<file path="src/rtl/cdb_broadcast_arbiter.sv">
// cdb_broadcast_arbiter: round-robin selects one finished functional unit per cycle,
// acknowledges it on fu_queued, and buffers its tag/result in a first-word-fall-through
// broadcast queue that drives the common data bus under a valid/ready handshake.
module cdb_broadcast_arbiter #(
  parameter int NUM_FU     = 4,
  parameter int DATA_WIDTH = 32,
  parameter int TAG_WIDTH  = 7,
  parameter int DEPTH      = 8
) (
  input  logic                            clk,
  input  logic                            rst,
  input  logic [NUM_FU-1:0]               fu_done,
  input  logic [NUM_FU-1:0]               fu_issue,
  input  logic [NUM_FU*TAG_WIDTH-1:0]     fu_tag,
  input  logic [NUM_FU*DATA_WIDTH-1:0]    fu_result,
  output logic [NUM_FU-1:0]               fu_queued,
  output logic                            cdb_valid,
  output logic [TAG_WIDTH-1:0]            cdb_tag,
  output logic [DATA_WIDTH-1:0]           cdb_data,
  input  logic                            cdb_ready,
  output logic [$clog2(DEPTH+1)-1:0]      count,
  output logic                            full,
  output logic                            empty
);

  localparam int PTR_W = $clog2(DEPTH);
  localparam int CNT_W = $clog2(DEPTH+1);
  localparam int RR_W  = $clog2(NUM_FU);
  localparam int ENT_W = TAG_WIDTH + DATA_WIDTH;
  localparam logic [RR_W-1:0]  RR_LAST   = RR_W'(NUM_FU - 1);
  localparam logic [CNT_W-1:0] CNT_DEPTH = CNT_W'(DEPTH);

  logic [RR_W-1:0]   rr_q, rr_d;
  logic [NUM_FU-1:0] sent_q, sent_d;
  logic [PTR_W-1:0]  wr_ptr_q, wr_ptr_d;
  logic [PTR_W-1:0]  rd_ptr_q, rd_ptr_d;
  logic [CNT_W-1:0]  count_q, count_d;
  logic [ENT_W-1:0]  mem_q [DEPTH];

  logic [NUM_FU-1:0] eligible;
  logic [NUM_FU-1:0] grant_vec;
  logic [RR_W-1:0]   gnt_idx;
  logic [RR_W:0]     scan_idx;
  logic              grant_any;
  logic              pop;
  logic              can_push;
  logic [ENT_W-1:0]  wr_entry;

  assign eligible  = fu_done & ~sent_q & ~fu_issue;
  assign empty     = (count_q == '0);
  assign full      = (count_q == CNT_DEPTH);
  assign cdb_valid = ~empty;
  assign pop       = cdb_valid & cdb_ready;
  assign can_push  = (count_q < CNT_DEPTH) | pop;
  assign count     = count_q;
  assign cdb_tag   = mem_q[rd_ptr_q][DATA_WIDTH +: TAG_WIDTH];
  assign cdb_data  = mem_q[rd_ptr_q][DATA_WIDTH-1:0];
  assign fu_queued = grant_vec;

  // Round-robin pick: first eligible FU at or after rr_q, suppressed without space or in reset.
  always_comb begin
    grant_vec = '0;
    gnt_idx   = '0;
    grant_any = 1'b0;
    scan_idx  = '0;
    for (int k = 0; k < NUM_FU; k++) begin
      scan_idx = {1'b0, rr_q} + (RR_W+1)'(k);
      if (scan_idx >= (RR_W+1)'(NUM_FU)) begin
        scan_idx = scan_idx - (RR_W+1)'(NUM_FU);
      end
      if (!grant_any && eligible[scan_idx[RR_W-1:0]]) begin
        grant_any = 1'b1;
        gnt_idx   = scan_idx[RR_W-1:0];
      end
    end
    if (!can_push || !rst) begin
      grant_any = 1'b0;
    end
    if (grant_any) begin
      grant_vec[gnt_idx] = 1'b1;
    end
  end

  // Next-state for pointers, occupancy and per-FU accepted flags.
  always_comb begin
    rr_d     = rr_q;
    wr_ptr_d = wr_ptr_q;
    rd_ptr_d = rd_ptr_q;
    count_d  = count_q;
    wr_entry = {fu_tag[gnt_idx*TAG_WIDTH +: TAG_WIDTH],
                fu_result[gnt_idx*DATA_WIDTH +: DATA_WIDTH]};
    // issue clears the flag even if a grant would set it the same cycle
    sent_d   = (sent_q | grant_vec) & ~fu_issue;
    if (grant_any) begin
      rr_d     = (gnt_idx == RR_LAST) ? '0 : gnt_idx + 1'b1;
      wr_ptr_d = wr_ptr_q + 1'b1;
    end
    if (pop) begin
      rd_ptr_d = rd_ptr_q + 1'b1;
    end
    if (grant_any && !pop) begin
      count_d = count_q + 1'b1;
    end else if (pop && !grant_any) begin
      count_d = count_q - 1'b1;
    end
  end

  // Control state register; async reset discards queued entries and arbitration history.
  always_ff @(posedge clk or negedge rst) begin
    if (!rst) begin
      rr_q     <= '0;
      sent_q   <= '0;
      wr_ptr_q <= '0;
      rd_ptr_q <= '0;
      count_q  <= '0;
    end else begin
      rr_q     <= rr_d;
      sent_q   <= sent_d;
      wr_ptr_q <= wr_ptr_d;
      rd_ptr_q <= rd_ptr_d;
      count_q  <= count_d;
    end
  end

  // Queue storage; contents are don't-care until written, so no reset.
  always_ff @(posedge clk) begin
    if (grant_any) begin
      mem_q[wr_ptr_q] <= wr_entry;
    end
  end

endmodule

</file>
<file path="config.mk">
export PLATFORM = sky130hd
export DESIGN_NAME = cdb_broadcast_arbiter
export DESIGN_NICKNAME = d
export VERILOG_FILES = /design/src/rtl/cdb_broadcast_arbiter.sv
export SDC_FILE = /design/constraint.sdc
export NUM_CORES = 1
export LEC_CHECK = 0
export BUFFER_PORTS_ARGS = -buffer_cell sky130_fd_sc_hd__buf_4
export CAP_MARGIN = 20
export CORE_MARGIN = 3
export CORE_UTILIZATION = 42
export DETAILED_ROUTE_END_ITERATION = 7
export PLACE_DENSITY = 0.6
export SLEW_MARGIN = 15
export SYNTH_ARGS = -nofsm -noshare
export SYNTH_HDL_FRONTEND = slang
export SYNTH_SLANG_ARGS = --single-unit
</file>
<file path="constraint.sdc">
create_clock -name clk -period 13.8 [get_ports clk]
set_input_delay 1.38 -clock clk [delete_from_list [all_inputs] [get_ports clk]]
set_output_delay 1.38 -clock clk [all_outputs]
set_load 0.005 [all_outputs]
</file>
==> impl_summary.txt, run 1 <==
----------------------------------------------------
[Clocking]
  Clock tree from TritonCTS ... yes
  Maximum number of buffers from clock root to sink ... 3
  CTS buffer count ... 36
  Clock latency at the later pin of the worst-skew pair ... 0.50 ns
  CTS clock-pin slew for the worst setup and hold paths ... 0.05 ns
  Cts-stage hold buffer count ... 0
  Clock root buffer ... clkbuf_16
  CTS H-Tree Depth ... 2
  Post-CTS resize count ... 0
  Number of sinks on the clock net ... 328
  Post-CTS Repair Setup Buffers ... 0

[Timing]
  Final Cycle Share ... 0.3785
  Setup TNS ... 0 ns
  Max Clock Skew ... 0.01009 ns
  Post-route minimum period ... 5.224 ns
  Unrepaired setup endpoints after global routing ... no
  Endpoints failing hold ... 0
  Peak Freq ... 191.4 MHz
  Worst hold slack across all endpoints ... 0.5128 ns
  Setup violations, final ... 0
  Worst-Margin Slew ... 0.7782 ns
  Max-slew violation total from the final report ... 0
  Slew Limit Headroom ... 0.4812

[Yosys]
  Synthesis-stage register bit count ... 328
  Top post-synthesis cells by count ... edfxtp_1 (312), mux4_2 (78), mux2_2 (43), mux2i_1 (40), nand2_1 (35)
  Fraction of synthesized cell area taken by the top area cell type ... 0.6640
  Cell with the most instances after synthesis ... edfxtp_1
  Number of synthesized flops with an enable pin ... 312
  Async set or reset register ratio after synthesis ... 0.04878
  Top area cells in the synthesized netlist ... edfxtp_1 (66%), mux4_2 (12%), mux2_2 (3.4%), dfrtp_1 (2.8%), mux2i_1 (2.8%)
  Synthesized Nets ... 904
  Total number of yosys warnings ... 0
  Proportion of synthesized chip area in sequential cells ... 0.6924
  Commonest register cell after synthesis ... edfxtp_1
  Synthesized area divided by synthesized cell count ... 19.41 um^2
  Post-synth top area cell ... edfxtp_1
  Post-Synthesis Cells ... 727
  Post-synth cell types ... 45
  Mapped Area ... 0.01411 mm^2

[Route]
  Post-route DRC violation count ... 0
  First-pass iteration count of the detailed router ... 4
  Number of violations reported at the end of detailed-routing iteration 0 ... 496
  Drt total wl ... 31670 um
  DR vias ... 7476
  Routed wirelength normalized by instance count ... 22.35 um
  Average via count per standard cell ... 5.276
  Number of nets with antenna violations after routing ... 0

[Critical path]
  Cells along the critical path ... buf_4 > or3b_1 > o21ai_1 > o221a_4 > buf_4 > inv_2 > ha_1 > and2_1 > buf_4
  Buffer and inverter count on the worst path ... 4
  Reg-to-reg setup timing slack ... 10.38 ns
  Cell family with the largest share of critical-path delay ... buffers and inverters
  Most used cell along the critical path ... buf_4
  Max Fanout on Critical Path ... 45
  Required time reported for the critical path endpoint ... 12.42 ns
  Critical path type ... in2out
  Capture instance of the worst register-to-register path ... mem_q[6][28]
  Kind of start point of the critical path ... input pin
  Reg2reg path depth ... 6
  Critical path arrival ... 3.84 ns
  Delay of the slowest critical-path stage ... 0.66 ns
  Standard cell with the maximum stage delay on the critical path ... buf_4
  Critical Path Sink Type ... primary output
  Reg-to-reg startpoint ... sent_q[3]

[Die]
  Number of rows created at floorplan ... 66
  Core Area ... 0.03278 mm^2
  Floorplan die width ... 189.3 um
  Overall die area ... 0.03583 mm^2
  Boundary Pins ... 217
  Die H ... 189.3 um
  Starting Density ... 0.4304

[Pwr]
  P_leak ... 0.005946 uW
  Total power divided by cell area ... 193.4 mW/mm^2
  IR drop worst, VDD ... 0.1239 mV
  Total chip power ... 3332 uW

[Finish]
  Total inserted antenna cells ... 0
  Fraction of final layout cells sized beyond drive strength 1 ... 0.4749
  Layout Utilization ... 0.5254
  Count of filler cells inserted in the layout ... 2693
  Final Non-Filler Cells ... 1417
  Layout net count ... 1129
  Area Growth Syn to Fin ... 22.08%

[GRT]
  Pin count of the biggest net entering global routing ... 52
  Residual overflow from global routing ... 0
  First-pass GRT wire length ... 47830 um
  Aggregate global-route resource usage ... 0.1749
  Vias in the first global route ... 7931
  Initial antenna violation count ... 0

[Placed design]
  Count of input and output buffers ... 216
  Inst Count DP ... 1355
  HPWL reported at the end of detailed placement ... 19070 um
  Final weighted congestion in routability-driven placement ... 0.7458

[Min path]
  Number of stages on the worst hold path ... 1
  Classification of the worst-slack hold path ... reg2reg
  Hold Startpoint ... wr_ptr_q[2]
  Worst Hold Path EP ... wr_ptr_q[2]

[Flow run]
  Max-capacitance violation count ... 0

[Status]
  Run status ... finished clean

----------------------------------------------------
==> flip-flops by register name, indices dropped and copies added, names as in the netlist <==
name,count
count,4
mem_q,312
rd_ptr_q,3
rr_q,2
sent_q,4
wr_ptr_q,3
==> worst reg2reg max path: stages (launching register included) <==
cell and delay (ns):
dfrtp_1 0.38, or3b_4 0.42, o21ai_2 0.08, o311a_1 0.56
nand2_1 0.33, nor3b_2 0.64, buf_4 0.62
==> stage by stage <==
| stage | area (um^2) | setup slack [ns] |
|---|---|---|
| floorplan | 14110 | 8.152 |
| global placement | 16140 | 8.582 |
| detailed placement | 16140 | 8.569 |
| CTS | 17210 | 8.567 |
| global route | 17230 | 8.385 |
| finish | 17230 | 8.576 |
==> cell families (layout without fill, tap and decap cells) <==
kind of cell	Yosys count	count (layout)	synth area share
AND/OR/NAND/NOR	77	77	0.02900
flip-flops	328	328	0.6924
AO/OA/AOI/OAI	92	92	0.05250
XOR/XNOR	8	8	0.004966
buffers and inverters	51	299	0.02456
adder cells (fa/ha/maj)	10	10	0.009400
multiplexers	161	161	0.1872
==> final cells by class <==
class	instances	area, um^2	share of cell area
clock buffer	48	967.2	0.05615
clock inverter	13	95.09	0.005520
inverter	4	15.01	0.0008716
multi-input combinational	348	4048	0.2350
sequential	328	9778	0.5677
tap	442	553.0	0.03211
timing repair buffer	234	1769	0.1027
==> power by group <==
part           internal, uW  leakage, uW  switching (uW)  total (uW)
clock network           510     0.000510             359         870
logic                   567      0.00243             515        1080
registers              1290      0.00301            90.2        1380
==> routing by layer <==
layer | wire, um | vias to the layer above | track usage
met5 | 0 | - | 0
li1 | - | 3417 | -
met2 | 15650 | 166 | 0.2915
met1 | 14080 | 3856 | 0.2429
met3 | 1415 | 37 | 0.03185
met4 | 519 | 0 | 0.03895
==> placed cells by master, fill, tap and decap left out, drive strengths merged, types with 4 or more instances in the layout <==
cell and count:
clkinv 8, mux2 43, ha 9, nor2 8, nor3b 7, mux4 78
mux2i 40, nand2 45, edfxtp 312, clkbuf 48, dfrtp 16, buf 234
inv 6, and2 4, a22oi 39, xnor2 6, a21oi 45
==> how the worst max path moves through the flow <==
| stage | start | to | slack (ns) | cells past startpoint |
|---|---|---|---|---|
| finish | fu_issue[1] | fu_queued[2] | 8.58 | 9 |
| global route | fu_issue[1] | fu_queued[0] | 8.38 | 9 |
| CTS | fu_issue[1] | fu_queued[2] | 8.57 | 9 |
| detailed placement | fu_issue[1] | fu_queued[2] | 8.57 | 9 |
| global placement | fu_issue[1] | fu_queued[0] | 8.58 | 9 |
| floorplan | fu_issue[3] | mem_q[2][0] | 8.15 | 6 |
Note: power is estimated with default switching activity, not from simulation.
==> inputs of run 2 (changes only) <==
--- a/config.mk
+++ b/config.mk
@@ -10,7 +10,7 @@
 export CORE_MARGIN = 3
 export CORE_UTILIZATION = 42
 export DETAILED_ROUTE_END_ITERATION = 7
-export PLACE_DENSITY = 0.6
+export PLACE_DENSITY = 0.62
 export SLEW_MARGIN = 15
 export SYNTH_ARGS = -nofsm -noshare
 export SYNTH_HDL_FRONTEND = slang
==> constraint.sdc (replaced) <==
create_clock -name clk -period 4.8 [get_ports clk]
set_input_delay 0.48 -clock clk [delete_from_list [all_inputs] [get_ports clk]]
set_output_delay 0.48 -clock clk [all_outputs]
set_load 0.005 [all_outputs]
==> run 2 against run 1 <==
Core utilization rose by 0.14 points. Register-to-register slack got worse by 8.7 ns. Via count rose by 1.1%. Die area did not move. Final area rose by 0.26%. Critical path type is now reg2out. Largest cell class unchanged. Highest routed layer unchanged.
==> impl_summary.txt, run 2 (synthesis results as in run 1) <==
----------------------------------------------------
[Status]
  Run status ... finished clean

[Min path]
  Classification of the worst-slack hold path ... in2reg
  Hold Startpoint ... fu_issue[3]
  Number of stages on the worst hold path ... 2
  Worst Hold Path EP ... sent_q[3]

[Placed design]
  HPWL reported at the end of detailed placement ... 19410 um
  Cell Area, Placed ... 0.01620 mm^2
  Count of input and output buffers ... 216
  Final weighted congestion in routability-driven placement ... 0.7463

[Critical path]
  Reg2reg path depth ... 6
  Cell family with the largest share of critical-path delay ... simple AND/OR/NAND/NOR gates
  Reg-to-reg startpoint ... sent_q[3]
  Delay of the slowest critical-path stage ... 0.66 ns
  Critical path type ... reg2out
  Kind of start point of the critical path ... flop
  Standard cell with the maximum stage delay on the critical path ... and3_4
  Required time reported for the critical path endpoint ... 4.32 ns
  Reg-to-reg setup timing slack ... 1.64 ns
  Most used cell along the critical path ... buf_4
  Cells along the critical path ... or3b_4 > o21ai_2 > and3_4 > buf_4 > ha_1 > and2_1 > buf_4
  Capture instance of the worst register-to-register path ... mem_q[4][6]
  Critical path arrival ... 3.18 ns
  Buffer and inverter count on the worst path ... 2
  Max Fanout on Critical Path ... 46
  Critical Path Sink Type ... primary output

[Clocking]
  Clock latency at the later pin of the worst-skew pair ... 0.50 ns
  Maximum number of buffers from clock root to sink ... 3
  Post-CTS Repair Setup Buffers ... 0
  Number of sinks on the clock net ... 328
  CTS buffer count ... 34
  CTS clock-pin slew for the worst setup and hold paths ... 0.05 ns
  CTS H-Tree Depth ... 2
  Clock root buffer ... clkbuf_16
  Clock tree from TritonCTS ... yes

[Timing]
  Worst hold slack across all endpoints ... 0.1481 ns
  Unrepaired setup endpoints after global routing ... no
  Endpoints failing hold ... 0
  Post-route minimum period ... 3.655 ns
  Setup TNS ... 0 ns
  Max Clock Skew ... 0.006895 ns
  Peak Freq ... 273.6 MHz
  Setup violations, final ... 0
  Slew Limit Headroom ... 0.4291
  Final Cycle Share ... 0.7615
  Max-slew violation total from the final report ... 0
  Worst-Margin Slew ... 0.8526 ns

[GRT]
  Aggregate global-route resource usage ... 0.1764
  First-pass GRT wire length ... 48030 um
  Vias in the first global route ... 8145
  Initial antenna violation count ... 0
  Pin count of the biggest net entering global routing ... 56
  Residual overflow from global routing ... 0

[Finish]
  Largest register FFs ... 312
  Area Growth Syn to Fin ... 22.40%
  Most frequent standard cell in the layout excluding fill and tap cells ... edfxtp_1
  Total inserted antenna cells ... 0
  Fraction of final layout cells sized beyond drive strength 1 ... 0.4744
  Finished layout cell area ... 0.01727 mm^2
  Layout net count ... 1130
  Highest-count cells in the layout ignoring fill and taps ... edfxtp_1 (312), buf_4 (233), mux4_2 (78)
  Largest Register ... mem_q

[Route]
  DR vias ... 7556
  Post-route DRC violation count ... 0
  Number of nets with antenna violations after routing ... 0
  Routed wirelength normalized by instance count ... 22.22 um
  Average via count per standard cell ... 5.321
  First-pass iteration count of the detailed router ... 4
  Drt total wl ... 31560 um
  Number of violations reported at the end of detailed-routing iteration 0 ... 587

[Pwr]
  Sequential share of power ... 0.411
  Total power divided by cell area ... 554.6 mW/mm^2
  Clock share of power ... 0.258
  Sw frac ... 0.2874
  Combinational Power Share ... 0.331
  Switching Power ... 2753 uW
  P_leak ... 0.005974 uW
  Internal power consumption ... 6825 uW
  IR drop worst, VDD ... 0.3790 mV

[Die]
  Overall die area ... 0.03583 mm^2
  Floorplan die width ... 189.3 um
  Die H ... 189.3 um
  Boundary Pins ... 217
  Number of rows created at floorplan ... 66
  Core Area ... 0.03278 mm^2
  Starting Density ... 0.4304

[Flow run]
  Max-capacitance violation count ... 0

----------------------------------------------------
## run 2: cell count changes in the layout (fill, tap and decap cells not counted)
cell           previous run  this run
clkbuf_8                  0         1
clkinv_2                  2         4
clkinvlp_4                2         0
inv_6                     2         0
clkinv_1                  6         7
dlygate4sd3_1             0         1
buf_12                    1         3
## run 2: worst max path at each step
stage / from / endpoint / slack (ns) / cells past startpoint
2_1_floorplan: fu_issue[3] / mem_q[2][0] / 0.05 / 6
3_3_place_gp: fu_issue[3] / fu_queued[3] / 1.47 / 8
3_5_place_dp: fu_issue[1] / mem_q[4][0] / 1.43 / 8
4_1_cts: sent_q[3] / fu_queued[3] / 1.08 / 7
5_1_grt: sent_q[3] / fu_queued[3] / 0.94 / 7
6_report: sent_q[3] / fu_queued[3] / 1.14 / 7
## run 2: metal layers
layer / routed length, um / track usage
met5: 0 / 0
met4: 398 / 0.03639
met3: 2089 / 0.03833
met2: 15470 / 0.2927
met1: 13600 / 0.2433
## run 2: worst register-to-register path: stages (launching register included)
cell     delay, ns
dfrtp_1       0.39
or3b_4        0.42
o21ai_2       0.08
and3_4        0.66
buf_4         0.61
mux2i_1       0.23
a22oi_1       0.49
## run 2: final cells by class
cell class                 count  area (um^2)
multi-input combinational    348         4048
timing repair buffer         237         1819
inverter                       4        15.01
tap                          442        553.0
sequential                   328         9778
clock buffer                  49        980.9
fill                        2645        15510
clock inverter                12        76.32
## run 2: timing repair
| item | CTS | global route |
|---|---|---|
| gates resized for setup | 0 | 0 |
| hold buffers | 1 | 0 |
| hold endpoints to repair | 16 | 0 |
## run 2: per-stage QoR
stage | utilization | total power, uW | worst slack, ns | std cells
floorplan | - | 6012 | 0.05163 | 727
global placement | 0.4942 | 7230 | 1.468 | 1358
detailed placement | 0.4942 | 7256 | 1.430 | 1358
CTS | 0.5268 | 9747 | 1.075 | 1420
global route | 0.5268 | 10090 | 0.9397 | 1420
finish | 0.5268 | 9578 | 1.145 | 1420
## run 2: power by group through the flow
stage / Clock, uW / Combinational (uW) / Sequential [uW]
final: 2470 / 3170 / 3940
after global routing: 2650 / 3460 / 3980
after CTS: 2530 / 3270 / 3940
after detailed placement: 0 / 3250 / 4000
after global placement: 0 / 3240 / 3990
after floorplan: 0 / 2160 / 3860
==> inputs of run 3 (changes only) <==
--- a/config.mk
+++ b/config.mk
@@ -5,12 +5,13 @@
 export SDC_FILE = /design/constraint.sdc
 export NUM_CORES = 1
 export LEC_CHECK = 0
+export ABC_AREA = 1
 export BUFFER_PORTS_ARGS = -buffer_cell sky130_fd_sc_hd__buf_4
 export CAP_MARGIN = 20
 export CORE_MARGIN = 3
 export CORE_UTILIZATION = 42
 export DETAILED_ROUTE_END_ITERATION = 7
-export PLACE_DENSITY = 0.62
+export PLACE_DENSITY = 0.6
 export SLEW_MARGIN = 15
 export SYNTH_ARGS = -nofsm -noshare
 export SYNTH_HDL_FRONTEND = slang
==> constraint.sdc (replaced) <==
create_clock -name clk -period 3.42 [get_ports clk]
set_input_delay 0.342 -clock clk [delete_from_list [all_inputs] [get_ports clk]]
set_output_delay 0.342 -clock clk [all_outputs]
set_load 0.005 [all_outputs]
==> run 3 against run 2 <==
Critical path depth is 7 higher. Final area up 7.6%. Critical endpoint unchanged. Largest power group is now combinational logic. Cell count is 54% higher.
==> impl_summary.txt, run 3 <==
----------------------------------------------------
[Status]
  Run status ... finished clean

[Critical path]
  Max Fanout on Critical Path ... 24
  Reg-to-reg setup timing slack ... 0.55 ns
  Critical Path Sink Type ... primary output
  Critical path arrival ... 2.93 ns
  Kind of start point of the critical path ... input pin
  Capture instance of the worst register-to-register path ... mem_q[4][37]
  Required time reported for the critical path endpoint ... 3.08 ns
  Reg2reg path depth ... 10
  Reg-to-reg startpoint ... rr_q[0]
  Critical path type ... in2out

[Placed design]
  Cell Area, Placed ... 0.01735 mm^2
  Count of input and output buffers ... 216
  HPWL reported at the end of detailed placement ... 24790 um
  Final weighted congestion in routability-driven placement ... 0.8366

[Timing]
  Unrepaired setup endpoints after global routing ... no
  Post-route minimum period ... 3.269 ns
  Setup TNS ... 0 ns
  Final Cycle Share ... 0.9560
  Setup violations, final ... 0
  Peak Freq ... 305.9 MHz
  Endpoints failing hold ... 0
  Max-slew violation total from the final report ... 0
  Worst-Margin Slew ... 1.027 ns
  Worst hold slack across all endpoints ... 0.1515 ns
  Slew Limit Headroom ... 0.3156
  Max Clock Skew ... 0.01541 ns

[Yosys]
  Top post-synthesis cells by count ... edfxtp_1 (312), nor2_1 (288), inv_1 (176), nand3_1 (173), o21ai_0 (160)
  Synthesis-stage register bit count ... 328
  Proportion of synthesized chip area in sequential cells ... 0.6481
  Async set or reset register ratio after synthesis ... 0.04878
  Cell with the most instances after synthesis ... edfxtp_1
  Synthesized area divided by synthesized cell count ... 10.05 um^2
  Synthesized Nets ... 1677
  Number of synthesized flops with an enable pin ... 312
  Total number of yosys warnings ... 0
  Fraction of synthesized cell area taken by the top area cell type ... 0.6215
  Post-synth cell types ... 33
  Post-synth top area cell ... edfxtp_1
  Mapped Area ... 0.01507 mm^2
  Post-Synthesis Cells ... 1500
  Commonest register cell after synthesis ... edfxtp_1
  Top area cells in the synthesized netlist ... edfxtp_1 (62%), nor2_1 (7.2%), nand3_1 (5.7%), o21ai_0 (5.3%), inv_1 (4.4%)

[Route]
  DR vias ... 11.43k
  Number of nets with antenna violations after routing ... 0
  Post-route DRC violation count ... 0
  First-pass iteration count of the detailed router ... 5
  Routed wirelength normalized by instance count ... 18.66 um
  Drt total wl ... 40760 um
  Number of violations reported at the end of detailed-routing iteration 0 ... 863
  Average via count per standard cell ... 5.233

[Min path]
  Hold Startpoint ... cdb_ready
  Classification of the worst-slack hold path ... in2reg
  Number of stages on the worst hold path ... 3
  Worst Hold Path EP ... rd_ptr_q[2]

[GRT]
  Residual overflow from global routing ... 0
  Aggregate global-route resource usage ... 0.2071
  Vias in the first global route ... 11.09k
  Pin count of the biggest net entering global routing ... 83
  First-pass GRT wire length ... 62760 um
  Initial antenna violation count ... 0

[Flow run]
  Max-capacitance violation count ... 0

[Finish]
  Largest Register ... mem_q
  Finished layout cell area ... 0.01858 mm^2
  Layout net count ... 1881
  Fraction of final layout cells sized beyond drive strength 1 ... 0.1903
  Most frequent standard cell in the layout excluding fill and tap cells ... edfxtp_1
  Total inserted antenna cells ... 0
  Largest register FFs ... 312
  Count of filler cells inserted in the layout ... 3079
  Highest-count cells in the layout ignoring fill and taps ... edfxtp_1 (312), nor2_1 (279), buf_4 (244)
  Area Growth Syn to Fin ... 23.27%

[Pwr]
  Total power divided by cell area ... 1148 mW/mm^2
  IR drop worst, VDD ... 0.7777 mV
  P_leak ... 0.007575 uW

[Die]
  Boundary Pins ... 217
  Number of rows created at floorplan ... 68
  Die H ... 195.5 um
  Starting Density ... 0.4311
  Core Area ... 0.03497 mm^2
  Floorplan die width ... 195.5 um
  Overall die area ... 0.03820 mm^2

[Clocking]
  Clock tree from TritonCTS ... yes
  CTS clock-pin slew for the worst setup and hold paths ... 0.06 ns
  Clock latency at the later pin of the worst-skew pair ... 0.52 ns
  Number of sinks on the clock net ... 328
  CTS H-Tree Depth ... 2
  Post-CTS Repair Setup Buffers ... 0
  CTS buffer count ... 36
  Maximum number of buffers from clock root to sink ... 3
  Clock root buffer ... clkbuf_16

----------------------------------------------------
-- run 3: cell types whose count changed in the layout (fill, tap and decap cells not counted), moves of 39 or more --
cell,previous run,this run
nand2_1,35,156
a31oi_1,0,39
mux2_2,43,0
nor2_1,6,279
mux2i_1,40,0
o22ai_1,0,39
mux4_2,78,0
o21ai_0,1,160
inv_1,2,175
nand3_1,1,173
-- run 3: worst max path at each step --
| stage | from | end | depth (start not counted) |
|---|---|---|---|
| global route | fu_issue[1] | fu_queued[3] | 14 |
| CTS | fu_issue[0] | fu_queued[3] | 14 |
| floorplan | rr_q[0] | mem_q[1][0] | 11 |
| finish | fu_issue[0] | fu_queued[3] | 14 |
| detailed placement | rr_q[0] | mem_q[4][8] | 10 |
| global placement | rr_q[0] | count[3] | 16 |
-- run 3: stage by stage --
| step | power, uW | utilization | instances | worst slack, ns |
|---|---|---|---|---|
| after detailed placement | 17570 | 0.4963 | 2115 | 0.4408 |
| after global placement | 17360 | 0.4963 | 2115 | 0.5250 |
| final | 21330 | 0.5314 | 2184 | 0.1506 |
| after global routing | 22790 | 0.5314 | 2184 | 0.001814 |
| after floorplan | 13600 | - | 1500 | -0.1141 |
| after CTS | 21360 | 0.5306 | 2183 | 0.01227 |
-- run 3: logic make-up after synthesis --
logic type,Yosys count,share of synthesized area
XOR/XNOR,7,0.005064
AND/OR/NAND/NOR,631,0.1743
buffers and inverters,273,0.07263
AO/OA/AOI/OAI,251,0.09114
adder cells (fa/ha/maj),10,0.008798
flip-flops,328,0.6481
-- run 3: power by group --
group | switching, uW | total [uW] | leakage (uW) | internal (uW)
sequential | 328 | 7510 | 0.00302 | 7180
clock | 1490 | 3760 | 0.000554 | 2270
combinational | 7030 | 10100 | 0.00400 | 3030
total | 8850 | 21300 | 0.00757 | 12500
-- run 3: metal layers --
metal,track usage,vias up,wire length [um]
li1,-,5526,-
met1,0.2929,5448,18120
met2,0.3391,418,19300
met3,0.03088,37,2757
met4,0.05070,0,582
met5,0,-,0
-- run 3: cell type report --
type                    instances  area (um^2)  share of cell area
clock buffers                  50        996.0             0.05360
clock inverters                13        152.6            0.008214
inverters                     179        674.4             0.03629
multi-input cells             900         4333              0.2332
flip-flops and latches        328         9776              0.5261
well taps                     455        569.3             0.03064
repair buffers                259         2082              0.1120
-- run 3: worst max-delay path: stages --
cell	delay (ns)
dlygate4sd3_1	0.54
buf_4	0.14
nor2_1	0.18
nand3_1	0.15
nand3_1	0.13
nand2_2	0.13
a21oi_2	0.28
nand2_8	0.20
nand2_8	0.23
inv_1	0.09
ha_1	0.20
nand2_1	0.10
inv_1	0.06
buf_4	0.13
-- run 3: timing repair --
action                                 CTS  global route
cloned                                   0             1
pin swaps                                0             2
hold buffers                             5             0
gates resized for setup                  1             2
setup endpoints to repair                4             4
endpoints found under the hold margin   20             0
